==> src/rtl/phase_step_sweeper_if.sv <==
// Bundle of sweep control, configuration and status signals between a sweep
// controller (master) and the phase_step_sweeper (slave).
interface phase_step_sweeper_if #(
    parameter int PHASE_STEP_WIDTH = 32,
    parameter int DWELL_WIDTH      = 16
);
    logic                        start;
    logic                        abort;
    logic [PHASE_STEP_WIDTH-1:0] start_step;
    logic [PHASE_STEP_WIDTH-1:0] stop_step;
    logic [PHASE_STEP_WIDTH-1:0] step_increment;
    logic [DWELL_WIDTH-1:0]      dwell_cycles;
    logic                        bidirectional;
    logic                        repeat_sweep;
    logic [PHASE_STEP_WIDTH-1:0] phase_step;
    logic                        busy;
    logic                        direction;
    logic                        sweep_done;
    logic                        config_error;

    modport master (
        output start, abort, start_step, stop_step, step_increment,
               dwell_cycles, bidirectional, repeat_sweep,
        input  phase_step, busy, direction, sweep_done, config_error
    );

    modport slave (
        input  start, abort, start_step, stop_step, step_increment,
               dwell_cycles, bidirectional, repeat_sweep,
        output phase_step, busy, direction, sweep_done, config_error
    );
endinterface

==> src/rtl/phase_step_sweeper.sv <==
// Linear chirp generator feeding the sine generator's phase_step input.
// Walks phase_step from start to stop in fixed increments, holding each value
// for dwell+1 clocks, with optional down-sweep and continuous repeat.
module phase_step_sweeper #(
    parameter int PHASE_STEP_WIDTH = 32,
    parameter int DWELL_WIDTH      = 16
) (
    input logic                 clock,
    input logic                 reset,
    phase_step_sweeper_if.slave bus
);
    localparam int PSW = PHASE_STEP_WIDTH;
    localparam int DW  = DWELL_WIDTH;

    localparam logic [1:0] IDLE       = 2'd0;
    localparam logic [1:0] SWEEP_UP   = 2'd1;
    localparam logic [1:0] SWEEP_DOWN = 2'd2;

    logic [1:0]     state_q,    state_d;
    logic [PSW-1:0] phase_q,    phase_d;
    logic [DW-1:0]  dwellCnt_q, dwellCnt_d;
    logic [PSW-1:0] start_q,    start_d;
    logic [PSW-1:0] stop_q,     stop_d;
    logic [PSW-1:0] inc_q,      inc_d;
    logic [DW-1:0]  dwell_q,    dwell_d;
    logic           bidir_q,    bidir_d;
    logic           repeat_q,   repeat_d;
    logic           done_q,     done_d;
    logic           err_q,      err_d;

    logic [PSW:0]   upSum;
    logic [PSW:0]   restartSum;
    logic [PSW-1:0] upNext;
    logic [PSW-1:0] restartNext;
    logic [PSW-1:0] downNext;
    logic [PSW-1:0] turnNext;
    logic           holdDone;

    // Clamped candidate steps, computed one bit wider or borrow-safe so nothing wraps.
    always_comb begin
        upSum       = {1'b0, phase_q} + {1'b0, inc_q};
        restartSum  = {1'b0, start_q} + {1'b0, inc_q};
        upNext      = (upSum > {1'b0, stop_q}) ? stop_q : upSum[PSW-1:0];
        restartNext = (restartSum > {1'b0, stop_q}) ? stop_q : restartSum[PSW-1:0];
        downNext    = ((phase_q - start_q) > inc_q) ? (phase_q - inc_q) : start_q;
        turnNext    = ((stop_q - start_q) > inc_q) ? (stop_q - inc_q) : start_q;
        holdDone    = (dwellCnt_q == dwell_q);
    end

    // Next-state logic: config latch on start, dwell counting and step/direction updates.
    always_comb begin
        state_d    = state_q;
        phase_d    = phase_q;
        dwellCnt_d = dwellCnt_q;
        start_d    = start_q;
        stop_d     = stop_q;
        inc_d      = inc_q;
        dwell_d    = dwell_q;
        bidir_d    = bidir_q;
        repeat_d   = repeat_q;
        done_d     = 1'b0;
        err_d      = 1'b0;

        if (bus.abort) begin
            state_d    = IDLE;
            dwellCnt_d = '0;
        end else begin
            case (state_q)
                IDLE: begin
                    if (bus.start) begin
                        if ((bus.step_increment == '0) || (bus.start_step > bus.stop_step)) begin
                            err_d = 1'b1;
                        end else begin
                            start_d    = bus.start_step;
                            stop_d     = bus.stop_step;
                            inc_d      = bus.step_increment;
                            dwell_d    = bus.dwell_cycles;
                            bidir_d    = bus.bidirectional;
                            repeat_d   = bus.repeat_sweep;
                            phase_d    = bus.start_step;
                            dwellCnt_d = '0;
                            state_d    = SWEEP_UP;
                        end
                    end
                end
                SWEEP_UP: begin
                    if (!holdDone) begin
                        dwellCnt_d = dwellCnt_q + 1'b1;
                    end else begin
                        dwellCnt_d = '0;
                        if (phase_q != stop_q) begin
                            phase_d = upNext;
                        end else if (bidir_q && (start_q != stop_q)) begin
                            state_d = SWEEP_DOWN;
                            phase_d = turnNext;
                        end else if (repeat_q) begin
                            phase_d = start_q;
                        end else begin
                            state_d = IDLE;
                            done_d  = 1'b1;
                        end
                    end
                end
                SWEEP_DOWN: begin
                    if (!holdDone) begin
                        dwellCnt_d = dwellCnt_q + 1'b1;
                    end else begin
                        dwellCnt_d = '0;
                        if (phase_q != start_q) begin
                            phase_d = downNext;
                        end else if (repeat_q) begin
                            state_d = SWEEP_UP;
                            phase_d = restartNext;
                        end else begin
                            state_d = IDLE;
                            done_d  = 1'b1;
                        end
                    end
                end
                default: begin
                    state_d    = IDLE;
                    dwellCnt_d = '0;
                end
            endcase
        end
    end

    // State, config and status registers with synchronous reset.
    always_ff @(posedge clock) begin
        if (reset) begin
            state_q    <= IDLE;
            phase_q    <= '0;
            dwellCnt_q <= '0;
            start_q    <= '0;
            stop_q     <= '0;
            inc_q      <= '0;
            dwell_q    <= '0;
            bidir_q    <= 1'b0;
            repeat_q   <= 1'b0;
            done_q     <= 1'b0;
            err_q      <= 1'b0;
        end else begin
            state_q    <= state_d;
            phase_q    <= phase_d;
            dwellCnt_q <= dwellCnt_d;
            start_q    <= start_d;
            stop_q     <= stop_d;
            inc_q      <= inc_d;
            dwell_q    <= dwell_d;
            bidir_q    <= bidir_d;
            repeat_q   <= repeat_d;
            done_q     <= done_d;
            err_q      <= err_d;
        end
    end

    assign bus.phase_step   = phase_q;
    assign bus.busy         = (state_q != IDLE);
    assign bus.direction    = (state_q == SWEEP_DOWN);
    assign bus.sweep_done   = done_q;
    assign bus.config_error = err_q;
endmodule

==> src/flat_wrapper.sv <==
// flat-port wrapper written by rule: the top's interface ports become plain ports
module phase_step_sweeper_flat 
#(
    parameter int PHASE_STEP_WIDTH = 32,
    parameter int DWELL_WIDTH      = 16
)
  (clock, reset, bus_start, bus_abort, bus_start_step, bus_stop_step, bus_step_increment, bus_dwell_cycles, bus_bidirectional, bus_repeat_sweep, bus_phase_step, bus_busy, bus_direction, bus_sweep_done, bus_config_error);
  phase_step_sweeper_if #(.PHASE_STEP_WIDTH(PHASE_STEP_WIDTH), .DWELL_WIDTH(DWELL_WIDTH)) bus_i ();
  input logic clock;
  input logic reset;
  input wire logic [$bits(bus_i.start)-1:0] bus_start;
  input wire logic [$bits(bus_i.abort)-1:0] bus_abort;
  input wire logic [$bits(bus_i.start_step)-1:0] bus_start_step;
  input wire logic [$bits(bus_i.stop_step)-1:0] bus_stop_step;
  input wire logic [$bits(bus_i.step_increment)-1:0] bus_step_increment;
  input wire logic [$bits(bus_i.dwell_cycles)-1:0] bus_dwell_cycles;
  input wire logic [$bits(bus_i.bidirectional)-1:0] bus_bidirectional;
  input wire logic [$bits(bus_i.repeat_sweep)-1:0] bus_repeat_sweep;
  output wire logic [$bits(bus_i.phase_step)-1:0] bus_phase_step;
  output wire logic [$bits(bus_i.busy)-1:0] bus_busy;
  output wire logic [$bits(bus_i.direction)-1:0] bus_direction;
  output wire logic [$bits(bus_i.sweep_done)-1:0] bus_sweep_done;
  output wire logic [$bits(bus_i.config_error)-1:0] bus_config_error;
  assign bus_i.start = bus_start;
  assign bus_i.abort = bus_abort;
  assign bus_i.start_step = bus_start_step;
  assign bus_i.stop_step = bus_stop_step;
  assign bus_i.step_increment = bus_step_increment;
  assign bus_i.dwell_cycles = bus_dwell_cycles;
  assign bus_i.bidirectional = bus_bidirectional;
  assign bus_i.repeat_sweep = bus_repeat_sweep;
  assign bus_phase_step = bus_i.phase_step;
  assign bus_busy = bus_i.busy;
  assign bus_direction = bus_i.direction;
  assign bus_sweep_done = bus_i.sweep_done;
  assign bus_config_error = bus_i.config_error;
  phase_step_sweeper #(.PHASE_STEP_WIDTH(PHASE_STEP_WIDTH), .DWELL_WIDTH(DWELL_WIDTH)) u_core (.clock(clock), .reset(reset), .bus(bus_i));
endmodule
==> config.mk <==
export PLATFORM = sky130hd
export DESIGN_NAME = phase_step_sweeper_flat
export DESIGN_NICKNAME = d
export VERILOG_FILES = /design/src/rtl/phase_step_sweeper_if.sv /design/src/rtl/phase_step_sweeper.sv /design/src/flat_wrapper.sv
export SDC_FILE = /design/constraint.sdc
export NUM_CORES = 1
export LEC_CHECK = 0
export CAP_MARGIN = 0
export CORE_MARGIN = 2
export CORE_UTILIZATION = 45
export DETAILED_ROUTE_END_ITERATION = 6
export PLACE_DENSITY_LB_ADDON = 0.2
export SKIP_LAST_GASP = 1
export SYNTH_ARGS = -nofsm -noshare
export SYNTH_HDL_FRONTEND = slang
export SYNTH_SLANG_ARGS = --single-unit
export TNS_END_PERCENT = 30
==> constraint.sdc <==
create_clock -name clock -period 7.7 [get_ports clock]
set_clock_uncertainty 0.2 [all_clocks]
set_input_delay 1.155 -clock clock [delete_from_list [all_inputs] [get_ports clock]]
set_output_delay 1.155 -clock clock [all_outputs]
set_load 0.005 [all_outputs]
==> results.toml, run 1 <==
[run_status]
outcome = "completed"

[global_route]
grt.busiest_layer = "met2"
grt_pass1_wl_um = 147000
grt_util_met1_pct = 55.5
grt_pass1_vias = 23000
track_usage_pct = 38.8
use_met2_pct = 55.6
antenna_found_initial = 1
use_met3_pct = 9.59
overflow = 0
grt_max_degree = 86

[route]
viasPerCell = 6.39
vias = 24700
drt-initial-drc-count = 3185
routed_wl_um = 102000
wl_per_cell_um = 26.3
antenna_left = 0
firstDrtPassIters = 7
drt_drc_violations_left = 0

[cts]
clkTransAtPathRegs_ps = 90
numCtsBuffers = 17
cts_resized = 0
root_buffer = "clkbuf_16"
cts_setup_buffers = 0
postCtsHoldBufs = 0
cts_buffer_depth = 2
insertion_delay_ps = 470
cts_tree = "yes"
htreeDepth = 4
cts_sinks = 166

[floorplan]
die_w_um = 227
die_area_um2 = 51600
ios = 154
start_util_pct = 45.7
core_um2 = 49100
fp-row-count = 81
die_height_um = 227

[placement]
place_hpwl_um = 84200
gp_congestion = 1.09
port_buffers = 153

[synthesis]
syn-num-nets = 3541
async_flop_share_pct = 0
yosys_warnings = 0
synth-edff-count = 0
synth-seq-cells = 166
syn_inst = 3064
synthFlopType = "dfxtp_1"
synth_cell_types = 96
avgSynthCellArea_um2 = 7.31
ys_seq_area_share_pct = 14.8
syn-cell-area_um2 = 22400

[timing]
final-hold-violation-count = 0
rsz0062_at_grt = "false"
clock.fmax_mhz = 137
post-route-period-util_pct = 94.6
worst_pin_slew_ps = 1220
setup_viol = 0
layout_min_cycle_time_ps = 7280
slew_headroom_pct = 18.8
tns_ps = 0
final_max_slew_viol_count = 0

[layout]
diodes = 0
regArea_um2 = 3320
nNetsFinal = 3671
areaGrowthSynthToFinish_pct = 13.9
fin_util_pct = 52.0
layout_common_cells = "nand2_1, ha_1, a21oi_1"
layout_commonest_cell = "nand2_1"
drive_gt1_share_pct = 5.43
nFillCells = 4943
multi_input_area_um2 = 17800

[critical_path]
critPathKind = "reg2reg"
critPathRequiredTime_ps = 7820
critPathCaptureType = "flop"
arrival_ps = 7410
crit_path_max_fanout = 24
crit_path_start_kind = "flop"

[min_path]
hp-class = "reg2reg"

[flow_run]
drv_cap = 0

[pwr]
p_per_area_nw_per_um2 = 199
irDropWorstVdd_uv = 176
p_leak_nw = 11.1
[worst paths after layout]
kind / cells past startpoint / end / from / slack (ps)
setup / recovery: 26 / u_core.bus.phase_step[6] / u_core.start_q[0] / 420
hold / removal: 2 / u_core.dwell_q[5] / u_core.dwell_q[5] / 280
setup reg to reg: 26 / u_core.bus.phase_step[6] / u_core.start_q[0] / 420
hold reg to reg: 2 / u_core.dwell_q[5] / u_core.dwell_q[5] / 280
[metal layers]
metal	part of all wire [%]	vias to the layer above
met5	0	-
met4	3.8	0
met1	44	11700
met2	40	1466
li1	-	11400
met3	12	185
[cell families after synthesis]
kind of cell | count (synthesis) | share of synthesized area (%)
and+or+nand+nor | 1026 | 21.6
AOI/OAI and AO/OA | 900 | 25.9
adders and majority gates | 359 | 20.2
buffers and inverters | 327 | 5.82
xor gates and xnor gates | 219 | 8.56
DFF | 166 | 14.8
muxes | 67 | 3.04
[synthesized netlist by cell type (all sizes together) (50+ instances only)]
master	n	area share [%]
clkbuf	97	1.6
a211oi	50	1.7
nand4	66	1.8
nor2	222	3.7
ha	353	20
a21oi	348	7.8
dfxtp	166	15
xnor2	113	4.4
a21o	82	2.7
nand2	392	6.6
xor2	106	4.1
o21ai	127	2.8
nand3	68	1.5
inv	202	3.4
nor3	90	2.0
mux2i	58	2.6
[worst max-delay path, stage by stage (launching register included)]
cell and delay [ps]:
dfxtp_1 480, ha_1 300, inv_1 90, fa_1 440, a21o_1 170, a21oi_1 220, o21bai_1 120, o21ai_0 380
a211oi_1 220, o41a_1 500, a21o_1 220, a21o_1 190, a21o_1 180, a21oi_1 170, xnor2_1 140, ha_1 260
nand4_1 190, o21bai_1 80, o2111ai_1 170, a41oi_1 200, o31ai_4 970, buf_12 260, mux2_2 350, nor2_1 100
a21oi_1 50, a221oi_1 380, nor4_2 60
[stage by stage]
step | cell area [um2] | cells | setup slack (ps) | hold slack, ps | power [mW]
floorplan | 22400 | 3064 | 1870 | 237 | 3.12
global placement | 24900 | 3839 | 720 | 257 | 4.04
detailed placement | 24900 | 3839 | 627 | 268 | 4.07
CTS | 25500 | 3871 | 594 | 279 | 4.98
global route | 25500 | 3871 | 76.2 | 300 | 5.36
finish | 25500 | 3871 | 417 | 281 | 5.08
[cell type report]
cell class                      count  share of cell area (%)
Multi-Input combinational cell   2571                    69.8
Clock inverter                     15                   0.706
Timing Repair Buffer              234                    8.52
Clock buffer                       17                    1.67
Tap cell                          664                    3.26
Inverter                          204                    3.00
Sequential cell                   166                    13.0
[registers in the layout, summed over array words and instances (netlist names)]
name                     count
u_core.repeat_q              1
u_core.bus.phase_step       32
u_core.bus.config_error      1
u_core.dwell_q              16
u_core.bus.sweep_done        1
u_core.state_q               2
u_core.start_q              32
u_core.bidir_q               1
u_core.inc_q                32
u_core.dwellCnt_q           16
u_core.stop_q               32
[power breakdown]
part | switching [mW] | internal (mW) | leakage (nW)
Clock | 0.463 | 0.442 | 0.297
Sequential | 0.0994 | 0.901 | 1.35
Combinational | 1.92 | 1.25 | 9.42
(Power assumes the default switching activity.)
==> inputs of run 2 (changes only) <==
- clock period: 7.7 -> 6.65 ns (I/O delays scaled with it)
==> results.toml, run 2 (synthesis results as in run 1) <==
[run_status]
outcome = "completed"

[critical_path]
arrival_ps = 6710
critPathKind = "reg2reg"
crit_path_start_kind = "flop"
timing.rr.start = "u_core.inc_q[14]"
r2r_end = "u_core.bus.phase_step[22]"
critPathRequiredTime_ps = 6840
startpoint = "u_core.inc_q[14]"
critPathCaptureType = "flop"
reg2reg_slack_ps = 130
reg2reg_depth = 24
crit_path_max_fanout = 36
crit_path_end = "u_core.bus.phase_step[22]"

[placement]
dp_cells = 3912
gp_congestion = 1.06
place_hpwl_um = 85300
dp_slack_ps = -220
port_buffers = 153

[route]
routed_wl_um = 103000
drt-initial-drc-count = 3070
antenna_left = 0
vias = 25000
wl_per_cell_um = 26.1
drt_drc_violations_left = 0
firstDrtPassIters = 6
viasPerCell = 6.32

[global_route]
use_met2_pct = 54.4
grt_max_degree = 90
grt.busiest_layer = "met2"
track_usage_pct = 38.8
use_met3_pct = 14.9
antenna_found_initial = 2
grt_pass1_wl_um = 146000
grt_util_met1_pct = 53.6
grt_pass1_vias = 23300
overflow = 0

[layout]
fin_util_pct = 53.5
diodes = 0
layout_commonest_cell = "nand2_1"
nNetsFinal = 3749
layout_common_cells = "nand2_1, ha_1, a21oi_1"
areaGrowthSynthToFinish_pct = 17.2
stdcell_count = 3949
drive_gt1_share_pct = 8.19

[floorplan]
fp-row-count = 81
die_height_um = 227
die_w_um = 227
start_util_pct = 45.7
die_area_um2 = 51600
core_um2 = 49100
ios = 154

[cts]
numCtsBuffers = 17
root_buffer = "clkbuf_16"
htreeDepth = 4
cts_buffer_depth = 2
cts_tree = "yes"
cts_sinks = 166
postCtsHoldBufs = 0
clkTransAtPathRegs_ps = 80
insertion_delay_ps = 470

[timing]
setup_ws_ps = 127
setup_viol = 0
worst_pin_slew_ps = 1180
final_max_slew_viol_count = 0
rsz0062_at_grt = "true"
final-hold-violation-count = 0
slew_headroom_pct = 21.3
layout_min_cycle_time_ps = 6520
clock.fmax_mhz = 153
post-route-period-util_pct = 98.1

[pwr]
power.total_mw = 6.17
irDropWorstVdd_uv = 200
p_leak_nw = 11.5
p_per_area_nw_per_um2 = 235

[min_path]
hold_start = "u_core.dwell_q[8]"
whs_path_depth = 2
hp-class = "reg2reg"

[flow_run]
drv_cap = 0
[run 2: where the power goes]
part	internal [mW]	switching [mW]	total (mW)
clock	0.640	0.492	1.13
combinational	1.59	2.29	3.88
sequential	1.04	0.114	1.16
[run 2: through the flow]
stage	hold WS [ps]	TNS [ps]	instance area, um2
2_1_floorplan	237	0	22400
3_3_place_gp	258	-4700	25500
3_5_place_dp	260	-4000	25500
4_1_cts	271	0	26100
5_1_grt	290	-30.7	26300
6_report	267	0	26300
[run 2: cell type report]
cell class              instances  area (um2)
well taps                     664         831
flip-flops and latches        166        3330
inverters                     204         766
multi-input cells            2572       17900
clock inverters                14         208
fillers                      4822       22800
clock buffers                  18         429
repair buffers                311        2770
[run 2: per-layer routing]
layer	routed length [um]	part of all wire, %	up-vias
li1	-	-	11500
met1	43500	42	11800
met2	40600	39	1478
met3	15500	15	182
met4	3590	3.5	4
met5	25	0.024	-
[run 2: repair_timing]
action | 4_1_cts | 5_1_grt
gates resized for setup | 4 | 22
cloned | 0 | 1
buffers inserted | 0 | 4
endpoints found under the setup margin | 32 | 32
pin swaps | 0 | 3
[run 2: how the worst min path moves through the flow]
stage | endpoint | slack (ps)
floorplan | u_core.bidir_q | 240
global placement | u_core.dwell_q[5] | 260
detailed placement | u_core.dwell_q[8] | 260
CTS | u_core.dwell_q[8] | 270
global route | u_core.dwell_q[9] | 290
finish | u_core.dwell_q[8] | 270
[run 2: critical path: stages (launching register included)]
cell and delay (ps):
dfxtp_1 420, inv_1 170, ha_1 320, or4_4 550, or2_4 260, or3_1 320, a211oi_2 280, o41ai_2 150
o21ai_2 280, nand3_1 140, nand3_1 160, xnor2_2 170, ha_1 300, a21o_1 160, a21oi_1 170, nor2b_2 260
o2111ai_1 230, a311o_1 420, a221oi_4 370, nand2b_4 100, buf_12 180, mux2i_1 150, o221ai_1 300, a31oi_1 70
nor4_1 260
